File: config.mk
export PLATFORM = sky130hd
export DESIGN_NAME = ifetch_queue
export DESIGN_NICKNAME = d
export VERILOG_FILES = /design/src/rtl/ifetch_queue_pkg.sv /design/src/rtl/ifetch_queue_fifo_mem.sv /design/src/rtl/ifetch_queue.sv
export SDC_FILE = /design/constraint.sdc
export NUM_CORES = 1
export LEC_CHECK = 0
export BUFFER_PORTS_ARGS = -buffer_cell sky130_fd_sc_hd__buf_2
export CORE_ASPECT_RATIO = 2
export CORE_UTILIZATION = 40
export CTS_CLUSTER_DIAMETER = 80
export CTS_CLUSTER_SIZE = 12
export DETAILED_ROUTE_END_ITERATION = 8
export PLACE_DENSITY_LB_ADDON = 0.3
export SLEW_MARGIN = 15
export SYNTH_ARGS = -nofsm -noshare
export SYNTH_HDL_FRONTEND = slang
export SYNTH_SLANG_ARGS = --single-unit
File: constraint.sdc
create_clock -name clk -period 8.1 [get_ports clk]
set_input_delay 1.62 -clock clk [delete_from_list [all_inputs] [get_ports clk]]
set_output_delay 1.62 -clock clk [all_outputs]
set_load 0.05 [all_outputs]
File: src/rtl/ifetch_queue_pkg.sv
// ifetch_queue_pkg: core-wide fetch constants shared by the fetch queue slice.
package ifetch_queue_pkg;
  localparam int IM_ADDR_BIT = 8;
  localparam int INSTR_BIT   = 32;
  localparam int IFQ_DEPTH   = 4;
endpackage

File: src/rtl/ifetch_queue_fifo_mem.sv
// ifq_fifo_mem: fetch-queue storage, synchronous write, combinational read, no reset.
module ifq_fifo_mem #(
  parameter int DEPTH = 4,
  parameter int W     = 40,
  parameter int PW    = $clog2(DEPTH)
) (
  input  logic          clk,
  input  logic          we,
  input  logic [PW-1:0] waddr,
  input  logic [W-1:0]  wdata,
  input  logic [PW-1:0] raddr,
  output logic [W-1:0]  rdata
);
  logic [W-1:0] mem_q [DEPTH];
  always_ff @(posedge clk)
    if (we) mem_q[waddr] <= wdata;
  assign rdata = mem_q[raddr];
endmodule

File: src/rtl/ifetch_queue.sv
// ifetch_queue: PC-driven instruction fetch queue with redirect flush.
// Define IFQ_BYPASS_EN to present a response to decode in its arrival cycle when the queue is empty.
module ifetch_queue
  import ifetch_queue_pkg::*;
#(
  parameter int DEPTH  = IFQ_DEPTH,
  parameter int ADDR_W = IM_ADDR_BIT,
  parameter int DATA_W = INSTR_BIT
) (
  input  logic                       clk,
  input  logic                       rst_n,
  input  logic                       flush,
  input  logic [ADDR_W-1:0]          pc,
  output logic                       pc_en,
  output logic                       im_rd,
  output logic [ADDR_W-1:0]          im_addr,
  input  logic [DATA_W-1:0]          im_data,
  output logic                       out_valid,
  input  logic                       out_ready,
  output logic [ADDR_W-1:0]          out_pc,
  output logic [DATA_W-1:0]          out_instr,
  output logic [$clog2(DEPTH):0]     count
);
  localparam int PW = $clog2(DEPTH);
  localparam int CW = PW + 1;
  logic [CW-1:0] count_q, count_d;
  logic [PW-1:0] wr_ptr_q, wr_ptr_d, rd_ptr_q, rd_ptr_d;
  logic inflight_q;
  logic [ADDR_W-1:0] inflight_pc_q, inflight_pc_d;
  logic [ADDR_W+DATA_W-1:0] rdata;
  logic resp, byp, push, fifo_pop;
  // Issue is bounded by occupancy plus the outstanding read, so a response always has a free slot.
  assign pc_en   = rst_n && (flush || (count_q + CW'(inflight_q) < CW'(DEPTH)));
  assign im_rd   = pc_en && !flush;
  assign im_addr = pc;
  assign resp    = inflight_q && !flush;
`ifdef IFQ_BYPASS_EN
  assign byp = resp && (count_q == '0);
`else
  assign byp = 1'b0;
`endif
  assign out_valid = ((count_q != '0) || byp) && !flush;
  assign {out_pc, out_instr} = byp ? {inflight_pc_q, im_data} : rdata;
  assign push     = resp && !(byp && out_ready);
  assign fifo_pop = out_valid && out_ready && !byp;
  assign count    = count_q;
  always_comb begin
    count_d       = flush ? '0 : count_q + CW'(push) - CW'(fifo_pop);
    wr_ptr_d      = flush ? '0 : wr_ptr_q + PW'(push);
    rd_ptr_d      = flush ? '0 : rd_ptr_q + PW'(fifo_pop);
    inflight_pc_d = im_rd ? pc : inflight_pc_q;
  end
  always_ff @(posedge clk or negedge rst_n)
    if (!rst_n) begin
      count_q       <= '0;
      wr_ptr_q      <= '0;
      rd_ptr_q      <= '0;
      inflight_q    <= 1'b0;
      inflight_pc_q <= '0;
    end else begin
      count_q       <= count_d;
      wr_ptr_q      <= wr_ptr_d;
      rd_ptr_q      <= rd_ptr_d;
      inflight_q    <= im_rd;
      inflight_pc_q <= inflight_pc_d;
    end
  ifq_fifo_mem #(.DEPTH(DEPTH), .W(ADDR_W + DATA_W)) u_mem (
    .clk   (clk),
    .we    (push),
    .waddr (wr_ptr_q),
    .wdata ({inflight_pc_q, im_data}),
    .raddr (rd_ptr_q),
    .rdata (rdata)
  );
endmodule

==> impl_metrics.csv <==
group,metric,value,unit
outcome,status,"complete, no violations",
timing,timing.slew.headroom,0.256,
die,fp.dieArea,0.0170,mm²
setup_path,worstPathArrival,3.09,ns
synth,synth.yosys.seq_area_share,0.793,
synth,synth-compound-area-share,0.00114,
synth,synth_warnings,0,
placement,placedInstanceArea,0.00726,mm²
synth,syn_nets,326,
placement,hpwlAfterDp,6810,µm
timing,period_share,0.581,
route,route.detailed.drc,0,
power_and_ir_drop,fraction_of_power_spent_switching_nets,0.290,
synth,synth_xor_area_frac,0.00667,
clocking,cts_resized,0,
synth,ys_types,26,
clocking,worst_setup_hold_path_clk_slew,0.07,ns
grt,grt_pass1_wl,17700,µm
power_and_ir_drop,p_sw,0.000665,W
die,die_x,92.6,µm
power_and_ir_drop,peakVddDrop,0.000231,V
synth,postSynth.asyncResetShare,0.0909,
synth,main_combinational_cell_family_by_area_after_synthesis,"multiplexers",
layout,final_net_count,429,
route,routedWlPerCell,19.1,µm
synth,post_synth_fa_ha_maj_area_fraction,0.0107,
power_and_ir_drop,cell_internal_pwr,0.00163,W
layout,antenna-diode-count,0,
synth,synth.mux.area_fraction,0.154,
clocking,ctsHtreeMaxLevel,4,
layout,final.fill_count,1353,
die,core_region_area,0.0159,mm²
clocking,cts_max_path_buffers,2,
clocking,cts_post_setup_buffers_inserted,0,
timing,setup_viol,0,
grt,globalRoute.totalOverflow,0,
route,first_iter_violations,145,
power_and_ir_drop,power_frac_comb,0.179,
timing,totalNegativeSetupSlack,0,ns
grt,largest_net_degree_at_the_start_of_global_routing,42,
worst_hold_path,hold_path_class,"reg -> reg",
synth,ys_dominant_reg_cell,"edfxtp_1",
route,firstDrtPassIters,4,
setup_path,timing_worst_setup_path_type,"in -> out",
synth,synthSimpleGateAreaFrac,0.0160,
timing,final_hold_fails,0,
synth,number_of_enable_flip_flop_cells_after_synthesis,160,
setup_path,worst-path-max-fanout,19,
synth,postSynthRegisterBits,176,
placement,final_gp_congestion,0.670,
grt,grt_antenna_before_repair,0,
layout,commonest_non_fill_non_tap_cell_in_the_layout,"edfxtp_1",
clocking,cts_num_sinks,176,
setup_path,worst_setup_path_start_kind,"input pin",
power_and_ir_drop,clkPwrFrac,0.347,
timing,tightest_slew,1.12,ns
layout,final_layout_size_suffix_gt1_frac,0.486,
synth,syn_area,0.00656,mm²
die,floorplan.io_pins,98,
route,postRouteAntennaNets,0,
layout,layout.core_utilization,0.492,
timing,fin_worst_hold_slack,0.513,ns
route,via_density_per_instance,5.01,
die,die_height,183,µm
timing,slew_viol_final,0,
clocking,cts_hold_buffers,0,
timing,rsz_0062_raised_after_global_routing,"no",
synth,postSynthAreaPerCell,23.7,µm²
layout,synthToLayoutAreaGrowth,19.6,%
timing,fin_crit,4.71,ns
die,rows,65,
power_and_ir_drop,power-per-cell-area,292,mW/mm²
clocking,numCtsBuffers,17,
setup_path,r2r_slack,5.94,ns
grt,vias_in_the_first_global_route,3224,
die,initial_core_util,0.412,
layout,highest_count_cells_in_the_layout_ignoring_fill_and_taps,"160 x edfxtp_1, 97 x buf_2, 40 x mux4_2",
clocking,insertion_delay,0.42,ns
timing,fmaxAchievable,0.212,GHz
clocking,clockRootBuffer,"clkbuf_16",
power_and_ir_drop,power.share.sequential,0.474,
run,max_cap_viol_count,0,
timing,clock-skew-final,0.0101,ns
grt,globalRouteTotalUtil,0.146,
layout,finalInstanceArea,0.00785,mm²
setup_path,cp.required,6.48,ns
clocking,clock_tree_from_tritoncts,"done",
power_and_ir_drop,p_leak,2.72,nW
route,dr_total_vias,2974,
setup_path,endpoint_kind,"output port",
placement,port_buffers,97,
synth,synth_cells,277,
route,routed_wl,11400,µm
==> final cells by class <==
cell class / instances / area (µm²) / share of cell area
Tap cell: 201 / 251 / 0.0320
Inverter: 3 / 11.3 / 0.00143
Sequential cell: 176 / 5210 / 0.663
Clock inverter: 13 / 114 / 0.0145
Multi-Input combinational cell: 79 / 1260 / 0.160
Clock buffer: 19 / 475 / 0.0606
Timing Repair Buffer: 103 / 531 / 0.0676
==> synth_stat cells, types with 2 or more instances <==
cell type / instances / area [µm²]
clkbuf_1: 4 / 15.0
buf_4: 8 / 60.1
buf_1: 2 / 7.51
nor2_1: 6 / 22.5
ha_1: 4 / 50.1
mux4_2: 40 / 901
buf_2: 5 / 25.0
xor2_1: 2 / 17.5
nor3_1: 2 / 10.0
inv_1: 3 / 11.3
dfrtp_1: 16 / 400
xnor2_1: 3 / 26.3
nor2b_1: 3 / 18.8
edfxtp_1: 160 / 4800
mux2_2: 8 / 90.1
==> layer usage <==
metal,vias up,track usage,part of all wire
li1,1341,-,-
met1,1563,0.162,0.38
met2,62,0.265,0.57
met3,8,0.0361,0.036
met4,0,0.0581,0.015
met5,-,0,0
==> state kept, by name (all words and copies together), names as in the netlist <==
signal / cells
rd_ptr_q: 2
wr_ptr_q: 2
count: 3
u_mem.mem_q: 160
inflight_q: 1
inflight_pc_q: 8
==> stage by stage <==
stage / setup WS, ns / cells / power, W
final: 3.39 / 594 / 0.00229
after floorplan: 2.61 / 277 / 0.00142
after global routing: 3.27 / 594 / 0.00238
after detailed placement: 3.36 / 562 / 0.00153
after CTS: 3.35 / 594 / 0.00232
after global placement: 3.39 / 562 / 0.00152
==> worst max-delay path, stage by stage <==
cell and delay, ns:
buf_2 0.34, or3b_4 0.44, mux2i_4 0.34, buf_2 0.34
==> kinds of logic after synthesis <==
family          after synthesis
buf+inv                      22
fa+ha+maj                     5
xor+xnor                      5
flops                       176
simple gates                 19
compound gates                1
mux                          49
==> power by group through the flow <==
stage               combinational, W  clock [W]  sequential, W
global placement            0.000413          0        0.00110
detailed placement          0.000419          0        0.00111
CTS                         0.000420   0.000816        0.00109
finish                      0.000411   0.000795        0.00109
floorplan                   0.000311          0        0.00111
global route                0.000437   0.000852        0.00109
==> path summary, 6_finish.rpt <==
check                                               endpoint  cells after the start                          from
worst min register to register  u_mem.mem_q[1][36]$_DFFE_PP_                      0  inflight_pc_q[4]$_DFFE_PN0P_
min in group asynchronous               inflight_q$_DFF_PN0_                      1                         rst_n
worst max register to register            count[2]$_DFF_PN0_                     10            count[2]$_DFF_PN0_
worst min-delay path            u_mem.mem_q[1][36]$_DFFE_PP_                      0  inflight_pc_q[4]$_DFFE_PN0P_
max in group asynchronous              rd_ptr_q[0]$_DFF_PN0_                      1                         rst_n
worst max-delay path                                   im_rd                      4                         rst_n
(Power assumes the default switching activity.)
